**src/rtl/glyph_pixel_pipe.sv**
```systemverilog
// Pixel-to-glyph pipeline: maps each sync-generator pixel to a character cell, addresses the
// glyph ROMs through the external pointer table and emits one registered colour with aligned syncs.
module glyph_pixel_pipe #(
   parameter int unsigned CELL_W    = 32,
   parameter int unsigned CELL_H    = 60,
   parameter int unsigned LBL_H     = 20,
   parameter int unsigned NUM_CELLS = 8,
   parameter int unsigned ORIGIN_X  = 64,
   parameter int unsigned ORIGIN_Y  = 200,
   parameter logic [7:0]  FG_COLOR  = 8'hFF,
   parameter logic [7:0]  BG_COLOR  = 8'h00
) (
   input  logic                   clk,
   input  logic                   rst_n,
   input  logic [9:0]             pixel_x,
   input  logic [9:0]             pixel_y,
   input  logic                   video_on,
   input  logic                   hsync_in,
   input  logic                   vsync_in,
   input  logic [4*NUM_CELLS-1:0] cell_values,
   output logic [3:0]             value_sel,
   input  logic [9:0]             point_y,
   input  logic [1:0]             chip_sel,
   output logic [9:0]             rom_addr,
   output logic                   rom_en_digit,
   output logic                   rom_en_label,
   output logic                   rom_en_ind,
   input  logic [CELL_W-1:0]      rom_data,
   output logic [7:0]             rgb,
   output logic                   hsync_out,
   output logic                   vsync_out,
   output logic                   video_on_out
);
   localparam int unsigned CB   = $clog2(CELL_W);
   localparam int unsigned CI   = $clog2(NUM_CELLS);
   localparam int unsigned X_HI = ORIGIN_X + NUM_CELLS * CELL_W;
   localparam int unsigned Y_HI = ORIGIN_Y + CELL_H;

   logic [9:0]       r_x, r_y;
   logic             r_vid0, r_hs0, r_vs0;
   logic [3:0]       r_snap [NUM_CELLS];

   logic             w_in_reg;
   logic [CB+CI-1:0] w_xoff;
   logic [CI-1:0]    w_cell;
   logic [CB-1:0]    w_col;
   logic [9:0]       w_row;
   logic             w_lbl_ok;
   logic             w_en_d, w_en_l, w_en_i;
   logic             w_blank;
   logic [CB-1:0]    w_bit;

   logic [CB-1:0]    r_col1, r_col2;
   logic             r_blank1, r_blank2;
   logic             r_hs1, r_hs2, r_vs1, r_vs2, r_vid1, r_vid2;

   // Stage 0: pixel registers; snapshot taken when the registered vsync sees a 1->0 fall
   always_ff @(posedge clk or negedge rst_n) begin
      if (!rst_n) begin
         r_x    <= '0;
         r_y    <= '0;
         r_vid0 <= 1'b0;
         r_hs0  <= 1'b1;
         r_vs0  <= 1'b1;
         for (int unsigned i = 0; i < NUM_CELLS; i++) r_snap[i] <= 4'hF;
      end else begin
         r_x    <= pixel_x;
         r_y    <= pixel_y;
         r_vid0 <= video_on;
         r_hs0  <= hsync_in;
         r_vs0  <= vsync_in;
         if (r_vs0 && !vsync_in) begin
            for (int unsigned i = 0; i < NUM_CELLS; i++) r_snap[i] <= cell_values[4*i +: 4];
         end
      end
   end

   assign w_in_reg = r_vid0
                  && (32'(r_x) >= ORIGIN_X) && (32'(r_x) < X_HI)
                  && (32'(r_y) >= ORIGIN_Y) && (32'(r_y) < Y_HI);
   assign w_xoff   = (CB+CI)'(r_x - 10'(ORIGIN_X));
   assign {w_cell, w_col} = w_xoff;
   assign w_row    = r_y - 10'(ORIGIN_Y);
   assign value_sel = w_in_reg ? r_snap[w_cell] : 4'hF;

   always_comb begin
      w_en_d   = 1'b0;
      w_en_l   = 1'b0;
      w_en_i   = 1'b0;
      w_lbl_ok = (32'(w_row) < LBL_H);
      if (w_in_reg) begin
         case (chip_sel)
            2'b01:   w_en_d = 1'b1;
            2'b10:   w_en_l = w_lbl_ok;
            2'b11:   w_en_i = w_lbl_ok;
            default: ;
         endcase
      end
   end

   assign w_blank = !(w_en_d || w_en_l || w_en_i);
   // CELL_W is a power of two, so CELL_W-1-col is the bitwise complement of col
   assign w_bit   = ~r_col2;

   always_ff @(posedge clk or negedge rst_n) begin
      if (!rst_n) begin
         rom_addr     <= '0;
         rom_en_digit <= 1'b0;
         rom_en_label <= 1'b0;
         rom_en_ind   <= 1'b0;
         r_col1       <= '0;
         r_col2       <= '0;
         r_blank1     <= 1'b1;
         r_blank2     <= 1'b1;
         r_hs1        <= 1'b1;
         r_hs2        <= 1'b1;
         r_vs1        <= 1'b1;
         r_vs2        <= 1'b1;
         r_vid1       <= 1'b0;
         r_vid2       <= 1'b0;
         rgb          <= BG_COLOR;
         hsync_out    <= 1'b1;
         vsync_out    <= 1'b1;
         video_on_out <= 1'b0;
      end else begin
         rom_addr     <= point_y + w_row;
         rom_en_digit <= w_en_d;
         rom_en_label <= w_en_l;
         rom_en_ind   <= w_en_i;
         r_col1       <= w_col;
         r_blank1     <= w_blank;
         r_hs1        <= r_hs0;
         r_vs1        <= r_vs0;
         r_vid1       <= r_vid0;
         r_col2       <= r_col1;
         r_blank2     <= r_blank1;
         r_hs2        <= r_hs1;
         r_vs2        <= r_vs1;
         r_vid2       <= r_vid1;
         rgb          <= (!r_blank2 && rom_data[w_bit]) ? FG_COLOR : BG_COLOR;
         hsync_out    <= r_hs2;
         vsync_out    <= r_vs2;
         video_on_out <= r_vid2;
      end
   end
endmodule
```
**config.mk**
```make
export PLATFORM = sky130hd
export DESIGN_NAME = glyph_pixel_pipe
export DESIGN_NICKNAME = d
export VERILOG_FILES = /design/src/rtl/glyph_pixel_pipe.sv
export SDC_FILE = /design/constraint.sdc
export NUM_CORES = 1
export LEC_CHECK = 0
export CAP_MARGIN = 15
export CORE_UTILIZATION = 49
export DETAILED_ROUTE_END_ITERATION = 10
export PLACE_DENSITY = 0.86
export RECOVER_POWER = 100
export SYNTH_ARGS = -nofsm -noshare
export SYNTH_HDL_FRONTEND = slang
export SYNTH_SLANG_ARGS = --single-unit
```
**constraint.sdc**
```tcl
create_clock -name clk -period 6.3 [get_ports clk]
set_clock_uncertainty 0.15 [all_clocks]
set_input_delay 1.26 -clock clk [delete_from_list [all_inputs] [get_ports clk]]
set_output_delay 1.26 -clock clk [all_outputs]
set_load 0.01 [all_outputs]
```
==> results of run 1 <==
[cell usage after synthesis (all sizes together)]
master and instances:
a2111oi 1, a211oi 1, a21o 3, a21oi 5
a2bb2oi 1, a311oi 1, a31oi 3, buf 14
clkbuf 2, dfrtp 48, dfstp 42, fa 1
ha 12, inv 14, mux2 32, mux2i 1
mux4 17, nand2 12, nand2b 4, nand3 6
nand3b 1, nand4 1, nor2 12, nor2b 3
nor3 6, nor3b 1, nor4 2, o2111ai 1
o21ai 2, o21bai 2, o31ai 1, o41ai 1
or3 1, or4 1, xnor2 10, xor2 4
[area by class of cell]
type	instances	area share [%]
Clock buffer	12	2.87
Timing Repair Buffer	129	23.5
Sequential cell	90	42.2
Inverter	14	0.963
Multi-Input combinational cell	149	26.8
Tap cell	102	2.34
Clock inverter	4	1.35
[through the flow]
stage / instances / util (%) / hold slack, ns / instance area [sq um]
floorplan: 269 / - / 0.181 / 3920
global placement: 484 / 67.7 / 0.181 / 5230
detailed placement: 484 / 67.7 / 0.189 / 5230
CTS: 500 / 70.7 / 0.204 / 5460
global route: 500 / 70.6 / 0.213 / 5460
finish: 500 / 70.6 / 0.202 / 5460
[report_power, final]
| part | total (W) | internal, W | switching (W) |
|---|---|---|---|
| registers | 0.000695 | 0.000662 | 0.0000325 |
| logic | 0.000243 | 0.000155 | 0.0000877 |
| clock network | 0.000436 | 0.000248 | 0.000188 |
| total | 0.00137 | 0.00106 | 0.000308 |
[kinds of logic (layout without fill, tap and decap cells)]
group	after synthesis	count (layout)	synth area share [%]
xor gates and xnor gates	14	14	3.13
muxes	50	50	19.7
AOI/OAI and AO/OA	22	22	3.87
adders and majority gates	13	13	4.35
buffers and inverters	30	159	3.90
DFF	90	90	58.9
and+or+nand+nor	50	50	6.17
[critical path, cell delays in order, from the launching register on]
cell and delay [ns]:
dfrtp_1 0.56, nor4_1 0.29, a311oi_1 0.14, a21o_1 0.18, nor3_1 0.36, nand3_1 0.17
dlygate4sd3_1 0.64
[routing by layer]
| metal | vias up | wire length (um) | global-route usage [%] | share of wire (%) |
|---|---|---|---|---|
| met3 | 5 | 440 | 5.78 | 5.7 |
| met5 | - | 0 | 0 | 0 |
| met2 | 84 | 4180 | 36.3 | 54 |
| met4 | 0 | 65 | 5.56 | 0.84 |
| li1 | 1197 | - | - | - |
| met1 | 1241 | 3030 | 23.2 | 39 |
[path summary, 6_finish.rpt]
path                                 to  cells after the start  slack, ns      start
min in group asynchronous     r_col1[4]                      1       0.94      rst_n
max                        value_sel[0]                      6       2.20     r_x[5]
max in group asynchronous        r_vid1                      1       4.36      rst_n
min                           r_col2[1]                      0       0.20  r_col1[1]
max reg2reg                   r_snap[7]                      3       3.79      r_vs0
min reg2reg                   r_col2[1]                      0       0.20  r_col1[1]
[registers in the layout, indices dropped and copies added, names as in the netlist, 5 cells and up]
name      cells
rom_addr     10
r_snap       32
r_col2        5
r_y          10
r_x          10
r_col1        5
==> impl_metrics.py, run 1 <==
metrics = {
    "outcome": {
        "status": "finished, violations left",
        "violations": "capacitance limit, slew limit",
    },
    "power_and_ir_drop": {
        "p_total_w": 0.00137,
        "max-vdd-ir-drop_uv": 178,
        "total_leakage_power_nw": 2.25,
        "power.density_nw_per_um2": 252,
    },
    "placed_design": {
        "post-dp-hpwl_mm": 5.99,
        "gp_congestion": 0.779,
        "numPortBuffers": 128,
        "pre_cts_ws_ns": 2.63,
    },
    "setup_path": {
        "required_ns": 4.89,
        "worstPathArrival_ns": 2.69,
        "startpoint_type": "flip-flop",
        "crit_fanout": 9,
        "cp-end-kind": "primary output",
        "timing_worst_setup_path_type": "flip-flop to primary output",
    },
    "timing": {
        "rsz0062_at_grt": "no",
        "relSlewSlack_pct": -9.48,
        "post-route-min-period_ns": 4.10,
        "setup_viol": 0,
        "fmax_ghz": 0.244,
        "timing.setup.tns_ns": 0,
        "finalMaxSlewViolations": 33,
        "hold_violations": 0,
        "min_period_over_period_pct": 65.1,
        "setup_ws_ns": 2.20,
        "worst_pin_slew_ns": 1.64,
    },
    "final_layout": {
        "fillers": 533,
        "mostFrequentLayoutCell": "clkdlybuf4s50_1",
        "diodes": 0,
        "seq_area_sq_um": 2300,
        "layout_common_cells": "clkdlybuf4s50_1, dlygate4sd3_1, dfrtp_1",
        "nets": 507,
        "multi_input_area_sq_um": 1460,
        "areaGrowthSynthToFinish_pct": 39.4,
        "drive_gt1_share_pct": 24.6,
    },
    "global_route": {
        "grt_pass1_vias": 2691,
        "antenna_found_initial": 0,
        "grt_max_degree": 91,
        "grt.overflow.total": 0,
        "grt_pass1_wl_mm": 12.7,
        "grt_use_total_pct": 20.1,
    },
    "routing": {
        "drc": 0,
        "drt-total-wl_mm": 7.71,
        "viasPerCell": 5.05,
        "wl_per_cell_um": 15.4,
        "detail_route.iter0.violations": 52,
        "dr.pass1.iters": 4,
        "antenna_left": 0,
        "vias": 2527,
    },
    "cts": {
        "numCtsBuffers": 9,
        "tritoncts": "done",
        "htreeDepth": 3,
        "postCtsSetupBuffers": 0,
        "cts.sink_count": 90,
        "cts_buffer_depth": 2,
        "root_buffer": "clkbuf_8",
        "ctsHoldBuffers": 0,
        "cts.clk_slew.worst_paths_ns": 0.08,
        "ctsResizeCount": 0,
        "clock_latency_ns": 0.34,
    },
    "yosys": {
        "syn_avg_cell_area_sq_um": 14.6,
        "synth_warnings": 0,
        "syn_nets": 383,
        "syn_inst": 269,
        "synth_area_sq_um": 3920,
        "synth_cell_type_count": 41,
        "yosysSeqAreaShare_pct": 58.9,
        "synth_top_cell_area_share_pct": 30.7,
        "netlist_top_cells_area": "dfrtp_1, dfstp_2, mux2_2",
        "ys_seq_elements": 90,
        "synth_top_area_cell": "dfrtp_1",
    },
    "min_path": {
        "min_path_type": "flip-flop to flip-flop",
    },
    "floorplan": {
        "die-area_sq_um": 8350,
        "die_w_um": 91.4,
        "io_pins": 129,
        "coreArea_sq_um": 7730,
        "initial_utilization_pct": 50.7,
        "num_rows": 32,
        "die_y_um": 91.4,
    },
    "flow_run": {
        "drv_cap": 1,
    },
}
Note: power is estimated with default switching activity, not from simulation.
==> inputs of run 2 (changes only) <==
--- a/config.mk
+++ b/config.mk
@@ -6,9 +6,9 @@
 export NUM_CORES = 1
 export LEC_CHECK = 0
 export CAP_MARGIN = 15
-export CORE_UTILIZATION = 49
+export CORE_UTILIZATION = 46
 export DETAILED_ROUTE_END_ITERATION = 10
-export PLACE_DENSITY = 0.86
+export PLACE_DENSITY = 0.81
 export RECOVER_POWER = 100
 export SYNTH_ARGS = -nofsm -noshare
 export SYNTH_HDL_FRONTEND = slang
==> constraint.sdc (replaced) <==
create_clock -name clk -period 3.9 [get_ports clk]
set_clock_uncertainty 0.15 [all_clocks]
set_input_delay 0.78 -clock clk [delete_from_list [all_inputs] [get_ports clk]]
set_output_delay 0.78 -clock clk [all_outputs]
set_load 0.01 [all_outputs]
==> run 2 against run 1 <==
The run still ends with capacitance limit, slew limit left. Setup slack worse by 1.9 ns. Sequential share of layout area is 0.24 points higher. Combinational power is 62% higher. Cell count is 1.0% higher. Clock power is 40% higher. Via count is 1.2% higher. Global-route usage is 1.2 points lower. First-iteration DRC count is 27% higher. Non-clock buffer count is 1 higher. Largest cell class unchanged. Largest power group unchanged.
==> impl_metrics.py, run 2 (synthesized netlist as in run 1, its figures left out) <==
metrics = {
    "global_route": {
        "antenna_found_initial": 2,
        "grt.overflow.total": 0,
        "grt_max_degree": 91,
        "grt_use_total_pct": 19.0,
        "grt_pass1_vias": 2699,
        "grt_pass1_wl_mm": 12.5,
    },
    "cts": {
        "ctsHoldBuffers": 0,
        "root_buffer": "clkbuf_8",
        "cts.sink_count": 90,
        "clock_latency_ns": 0.35,
        "htreeDepth": 3,
        "tritoncts": "done",
        "cts.clk_slew.worst_paths_ns": 0.09,
        "cts_buffer_depth": 2,
        "ctsResizeCount": 0,
        "postCtsSetupBuffers": 0,
        "numCtsBuffers": 9,
    },
    "routing": {
        "drc": 0,
        "wl_per_cell_um": 15.3,
        "viasPerCell": 5.07,
        "antenna_left": 0,
        "detail_route.iter0.violations": 66,
        "dr.pass1.iters": 4,
        "drt-total-wl_mm": 7.74,
        "vias": 2558,
    },
    "setup_path": {
        "crit_fanout": 5,
        "startpoint_type": "flip-flop",
        "r2r_start": "r_vs0",
        "setup.worst_path.start": "r_y[7]",
        "timing_worst_setup_path_type": "flip-flop to primary output",
        "required_ns": 2.97,
        "r2r_end": "r_snap[15]",
        "crit_chain": "nand2b_1 -> nor4_1 -> a2bb2oi_1 -> nor3_1 -> nand3_1 -> clkdlybuf4s50_1",
        "slowest_stage": "clkdlybuf4s50_1",
        "ff2ff_path_depth": 3,
        "slowest_delay_ns": 0.52,
        "endpoint": "value_sel[0]",
        "worstPathArrival_ns": 2.63,
        "cp-end-kind": "primary output",
        "rrSetupSlack_ns": 1.18,
    },
    "power_and_ir_drop": {
        "total_leakage_power_nw": 2.24,
        "power.density_nw_per_um2": 391,
        "max-vdd-ir-drop_uv": 238,
    },
    "final_layout": {
        "drive_gt1_share_pct": 24.6,
        "largest_reg_flops": 32,
        "final_util_pct": 66.0,
        "layout_common_cells": "clkdlybuf4s50_1, dlygate4sd3_1, dfrtp_1",
        "fillers": 637,
        "nets": 508,
        "top_register": "r_snap",
        "areaGrowthSynthToFinish_pct": 38.6,
        "mostFrequentLayoutCell": "clkdlybuf4s50_1",
    },
    "floorplan": {
        "io_pins": 129,
        "die_w_um": 94.3,
        "coreArea_sq_um": 8220,
        "die_y_um": 94.3,
        "die-area_sq_um": 8880,
        "initial_utilization_pct": 47.6,
        "num_rows": 33,
    },
    "timing": {
        "worst_pin_slew_ns": 1.93,
        "post-route-min-period_ns": 3.56,
        "fmax_ghz": 0.281,
        "finalMaxSlewViolations": 40,
        "rsz0062_at_grt": "no",
        "hold_violations": 0,
        "relSlewSlack_pct": -28.3,
        "min_period_over_period_pct": 91.2,
        "setup_viol": 0,
        "timing.setup.tns_ns": 0,
    },
    "placed_design": {
        "numPortBuffers": 128,
        "gp_congestion": 0.770,
        "post-dp-hpwl_mm": 6.07,
    },
    "min_path": {
        "min_path_type": "flip-flop to flip-flop",
    },
    "flow_run": {
        "drv_cap": 1,
    },
    "outcome": {
        "status": "finished, violations left",
        "violations": "capacitance limit, slew limit",
    },
}
[run 2: cell types whose count changed in the layout (fill, tap and decap cells not counted), sizes merged]
cell / previous run / this run
buf: 1 / 0
bufinv: 2 / 0
clkbuf: 13 / 14
clkdlybuf4s50: 72 / 78
clkinv: 2 / 1
diode: 0 / 1
dlygate4sd3: 55 / 49
inv: 14 / 18
[run 2: how the worst min path moves through the flow]
stage,startpoint,end,cells after the start
final,r_blank1,r_blank2,0
after global routing,r_blank1,r_blank2,0
after CTS,r_blank1,r_blank2,0
after detailed placement,r_vid1,r_vid2,0
after global placement,r_col1[1],r_col2[1],0
after floorplan,r_col1[0],r_col2[0],0
[run 2: power by group]
| group | switching (W) | leakage, nW | internal, W |
|---|---|---|---|
| Clock | 0.000330 | 0.100 | 0.000279 |
| Combinational | 0.000142 | 1.13 | 0.000250 |
| Sequential | 0.0000507 | 1.01 | 0.00107 |
| Total | 0.000523 | 2.24 | 0.00160 |
[run 2: routing by layer]
| metal | track usage (%) | up-vias | share of wire [%] |
|---|---|---|---|
| li1 | - | 1203 | - |
| met1 | 21.5 | 1261 | 37 |
| met2 | 33.9 | 79 | 56 |
| met3 | 4.61 | 13 | 5.5 |
| met4 | 7.56 | 2 | 1.7 |
| met5 | 0 | - | 0.17 |
[run 2: critical path: cells and delay by family, from the launching register on]
kind                   cells  cell delay, ns
and+or+nand+nor            4            1.16
buffers and inverters      1            0.52
DFF                        1            0.44
AOI/OAI and AO/OA          1            0.15
[run 2: cell type report]
class / count / area, sq um / area share [%]
timing repair buffer: 130 / 1280 / 23.7
sequential: 90 / 2300 / 42.5
clock buffer: 11 / 153 / 2.81
multi-input combinational: 149 / 1460 / 26.9
inverter: 14 / 52.6 / 0.968
antenna: 1 / 2.50 / 0.0461
clock inverter: 5 / 41.3 / 0.761
tap: 105 / 131 / 2.42
[run 2: per-stage QoR]
step                hold slack (ns)  instances  worst slack, ns  area, sq um  power, W
finish                        0.210        505            0.344         5430   0.00212
global route                  0.214        504           0.0370         5420   0.00224
CTS                           0.212        503            0.328         5430   0.00216
detailed placement            0.190        487            0.712         5240   0.00155
global placement              0.182        487            0.781         5240   0.00154
floorplan                     0.181        269             1.41         3920   0.00133
==> inputs of run 3 (changes only) <==
--- a/config.mk
+++ b/config.mk
@@ -5,11 +5,11 @@
 export SDC_FILE = /design/constraint.sdc
 export NUM_CORES = 1
 export LEC_CHECK = 0
-export CAP_MARGIN = 15
 export CORE_UTILIZATION = 46
 export DETAILED_ROUTE_END_ITERATION = 10
 export PLACE_DENSITY = 0.81
 export RECOVER_POWER = 100
+export SKIP_LAST_GASP = 1
 export SYNTH_ARGS = -nofsm -noshare
 export SYNTH_HDL_FRONTEND = slang
 export SYNTH_SLANG_ARGS = --single-unit
==> run 3 against run 2 <==
Cell count is 0.20% lower. Critical path depth stayed put. Via count fell by 0.27%. Sequential share of layout area hardly changed. Maximum frequency rose by 0.61%. Non-clock buffer count shrank 1. The run still ends with capacitance limit, slew limit left. Largest power group unchanged. Largest cell class unchanged. Setup slack better by 0.021 ns. Wire length down 0.99%. Combinational power about the same. Worst hold slack got worse by 0.00087 ns. Clock power about the same. Highest routed layer unchanged. Total power decreased by 0.10%.
==> impl_metrics.py, run 3 (synthesized netlist as in run 1, its figures left out) <==
metrics = {
    "routing": {
        "detail_route.iter0.violations": 68,
        "dr.pass1.iters": 4,
        "antenna_left": 0,
        "vias": 2551,
        "drc": 0,
        "wl_per_cell_um": 15.2,
        "viasPerCell": 5.06,
        "drt-total-wl_mm": 7.66,
    },
    "final_layout": {
        "top_register": "r_snap",
        "multi_input_area_sq_um": 1460,
        "largest_reg_flops": 32,
        "drive_gt1_share_pct": 24.6,
        "nets": 507,
        "layout_common_cells": "clkdlybuf4s50_1, dlygate4sd3_1, dfrtp_1",
        "fin_area_sq_um": 5420,
        "fillers": 636,
        "areaGrowthSynthToFinish_pct": 38.5,
        "mostFrequentLayoutCell": "clkdlybuf4s50_1",
        "seq_area_sq_um": 2300,
    },
    "setup_path": {
        "required_ns": 2.97,
        "startpoint_type": "flip-flop",
        "crit_fanout": 5,
        "timing_worst_setup_path_type": "flip-flop to primary output",
        "cp-end-kind": "primary output",
        "worstPathArrival_ns": 2.60,
    },
    "timing": {
        "post-route-min-period_ns": 3.53,
        "min_period_over_period_pct": 90.6,
        "hold_violations": 0,
        "finalMaxSlewViolations": 91,
        "worst_pin_slew_ns": 2.06,
        "setup_ws_ns": 0.365,
        "timing.setup.tns_ns": 0,
        "fmax_ghz": 0.283,
        "rsz0062_at_grt": "no",
        "setup_viol": 0,
        "relSlewSlack_pct": -37.1,
    },
    "floorplan": {
        "io_pins": 129,
        "initial_utilization_pct": 47.6,
        "die_y_um": 94.3,
        "die_w_um": 94.3,
        "num_rows": 33,
        "die-area_sq_um": 8880,
        "coreArea_sq_um": 8220,
    },
    "power_and_ir_drop": {
        "total_leakage_power_nw": 2.24,
        "max-vdd-ir-drop_uv": 237,
        "p_total_w": 0.00212,
        "power.density_nw_per_um2": 391,
    },
    "cts": {
        "cts_buffer_depth": 2,
        "cts.sink_count": 90,
        "postCtsSetupBuffers": 0,
        "htreeDepth": 3,
        "tritoncts": "done",
        "cts.clk_slew.worst_paths_ns": 0.08,
        "ctsResizeCount": 0,
        "numCtsBuffers": 9,
        "root_buffer": "clkbuf_8",
        "ctsHoldBuffers": 0,
        "clock_latency_ns": 0.35,
    },
    "outcome": {
        "violations": "capacitance limit, slew limit",
        "status": "finished, violations left",
    },
    "global_route": {
        "antenna_found_initial": 2,
        "grt.overflow.total": 0,
        "grt_pass1_vias": 2699,
        "grt_use_total_pct": 19.0,
        "grt_max_degree": 91,
        "grt_pass1_wl_mm": 12.5,
    },
    "placed_design": {
        "numPortBuffers": 128,
        "pre_cts_ws_ns": 0.712,
        "dpl_cell_area_sq_um": 5240,
        "gp_congestion": 0.770,
        "post-dp-hpwl_mm": 6.07,
    },
    "min_path": {
        "min_path_type": "flip-flop to flip-flop",
    },
    "flow_run": {
        "drv_cap": 1,
    },
}
-- run 3: layer usage --
| layer | up-vias | share of wire, % | track usage, % |
|---|---|---|---|
| met5 | - | 0.17 | 0 |
| met4 | 2 | 1.6 | 7.56 |
| met3 | 13 | 5.6 | 4.61 |
| met2 | 81 | 55 | 33.9 |
| met1 | 1253 | 37 | 21.5 |
| li1 | 1202 | - | - |
-- run 3: worst paths after layout --
kind | from | end | slack (ns) | cells past startpoint
max | r_y[7] | value_sel[2] | 0.37 | 6
min | r_hs1 | r_hs2 | 0.21 | 0
max reg2reg | r_vs0 | r_snap[15] | 1.17 | 3
min reg2reg | r_hs1 | r_hs2 | 0.21 | 0
max in group asynchronous | rst_n | r_y[2] | 1.54 | 1
min in group asynchronous | rst_n | r_col2[1] | 0.89 | 1
-- run 3: layout make-up --
cell class	count	area share, %
antenna	1	0.0461
clock buffer	11	2.81
clock inverter	5	0.761
inverter	14	0.969
multi-input combinational	149	26.9
sequential	90	42.5
tap	105	2.42
timing repair buffer	129	23.6
-- run 3: critical path: stages (launching register included) --
cell	delay [ns]
dfrtp_1	0.44
nand2b_1	0.19
nor4_1	0.32
a2bb2oi_1	0.15
nor3_1	0.46
nand3_1	0.18
clkdlybuf4s50_1	0.52
-- run 3: through the flow --
stage | utilization, % | cells | hold slack, ns
floorplan | - | 269 | 0.181
global placement | 63.7 | 487 | 0.182
detailed placement | 63.7 | 487 | 0.190
CTS | 66.1 | 503 | 0.212
global route | 66.0 | 503 | 0.214
finish | 66.0 | 504 | 0.209
-- run 3: power by group --
part           total (W)  internal [W]  switching, W
combinational   0.000392      0.000250      0.000142
sequential       0.00112       0.00107     0.0000506
clock           0.000608      0.000279      0.000329
total            0.00212       0.00160      0.000521
==> RTL change (config.mk and constraints of run 2) <==
Add an input register stage for `pixel_x`; this delays it by one clock. The other inputs are not delayed to match.
--- a/src/rtl/glyph_pixel_pipe.sv
+++ b/src/rtl/glyph_pixel_pipe.sv
@@ -37,4 +37,10 @@
    localparam int unsigned Y_HI = ORIGIN_Y + CELL_H;
 
+   logic [9:0] pixel_x_q;
+
+   always_ff @(posedge clk) begin
+      pixel_x_q <= pixel_x;
+   end
+
    logic [9:0]       r_x, r_y;
    logic             r_vid0, r_hs0, r_vs0;
@@ -65,5 +71,5 @@
          for (int unsigned i = 0; i < NUM_CELLS; i++) r_snap[i] <= 4'hF;
       end else begin
-         r_x    <= pixel_x;
+         r_x    <= pixel_x_q;
          r_y    <= pixel_y;
          r_vid0 <= video_on;
Function: changed (Yosys sat finds a counterexample within 4 cycles, from zero or initial values and one cycle with rst_n low).
==> RTL change against run 2 <==
Maximum frequency down 0.98%. Power up 6.2%. The run still ends with max-capacitance violations, max-slew violations left. Wire length up 4.8%. Final area up 3.9%. Sequential cell count up 10. Setup slack worse by 35 ps. Highest routed layer is now met4. Largest cell class unchanged. Area after synthesis up 5.1%. Largest power group unchanged. First-iteration DRC count down 33%.
==> RTL change: results (changes against run 2) <==
share of layout cells above drive strength 1=24.6% (about the same); max FFs per register=32 (unchanged); maxcap violations=2 (+1); adder-cell area share of the yosys netlist=4.13% (-0.21 points); register area share after synthesis=60.9% (+2.0 points); Clock Latency Late Sink=370 ps (+20 ps); WL final=8110 um (+4.8%); hold slack=183 ps (-27.6 ps); mux contribution to synthesized area=18.8% (-0.96 points); r2r endpoint=r_snap[24]$_DFFE_PN1P_; maximum VDD drop=0.000256 V (+7.5%); Post-Layout Cell Count=519 (+2.8%); drt initial violations=44 (-33%); GRT Total Usage=19.1% (+0.15 points); Placed Area=5460 sq um (+4.3%); hpwl dp=6280 um (+3.5%); Synth Area in XOR/XNOR=2.98% (-0.15 points); syn_nets=393 (+2.6%); Async SR Flop Fraction=90.0% (-10 points); Hold Path Depth=0 (unchanged); Peak Freq=0.278 GHz (-0.98%); max-slew violation count=103 (+160%); violations in the final reports=max-capacitance violations, max-slew violations; NetSw=564 uW (+7.7%); pre-CTS setup slack=807 ps (+95.2 ps); Syn Inst Count=279 (+3.7%); largest net degree at the start of global routing=70 (-23%); Worst EP arrival=2660 ps (+30 ps); Slew @ Worst Pin=1690 ps (-238 ps); compound-gate portion of the synthesized area=3.68% (-0.19 points); ANT cells=0 (-1); Leak Pwr=2.33 nW (+4.0%); hold path endpoint=r_x[1]$_DFF_PN0_; top cells by area, synth=dfrtp_1, dfstp_2, mux2_2, mux4_2, dfxtp_1; reg2reg setup slack=1370 ps (+190 ps); combinational share of power=17.5% (-1.0 points); first-pass GRT wire length=12900 um (+3.3%); gpl congestion=0.798 (+3.7%); Netlist cell types=42 (+2.4%); vias=2592 (+1.3%); status=complete, but fails checks; Sw Share=25.0% (+0.35 points)
[RTL change: cell count changes after synthesis, sizes merged]
cell	run 2	this run
dfxtp	0	10
[RTL change: critical path: stages (launching register included)]
cell and delay [ps]:
dfrtp_1 440, nand2b_1 200, nor4_1 320, a2bb2oi_1 150, nor3_1 460, nand3_1 200
clkdlybuf4s50_1 530
[RTL change: routing by layer]
metal  routed length (um)  track usage (%)
met1                 3180             22.0
met2                 4400             34.3
met3                  376             3.76
met4                  155             8.70
met5                    0                0
[RTL change: area by class of cell]
| type | instances | area, sq um |
|---|---|---|
| fillers | 654 | 3040 |
| flip-flops and latches | 100 | 2500 |
| multi-input cells | 149 | 1460 |
| repair buffers | 132 | 1290 |
| clock buffers | 10 | 138 |
| well taps | 108 | 135 |
| clock inverters | 6 | 52.6 |
| inverters | 14 | 52.6 |
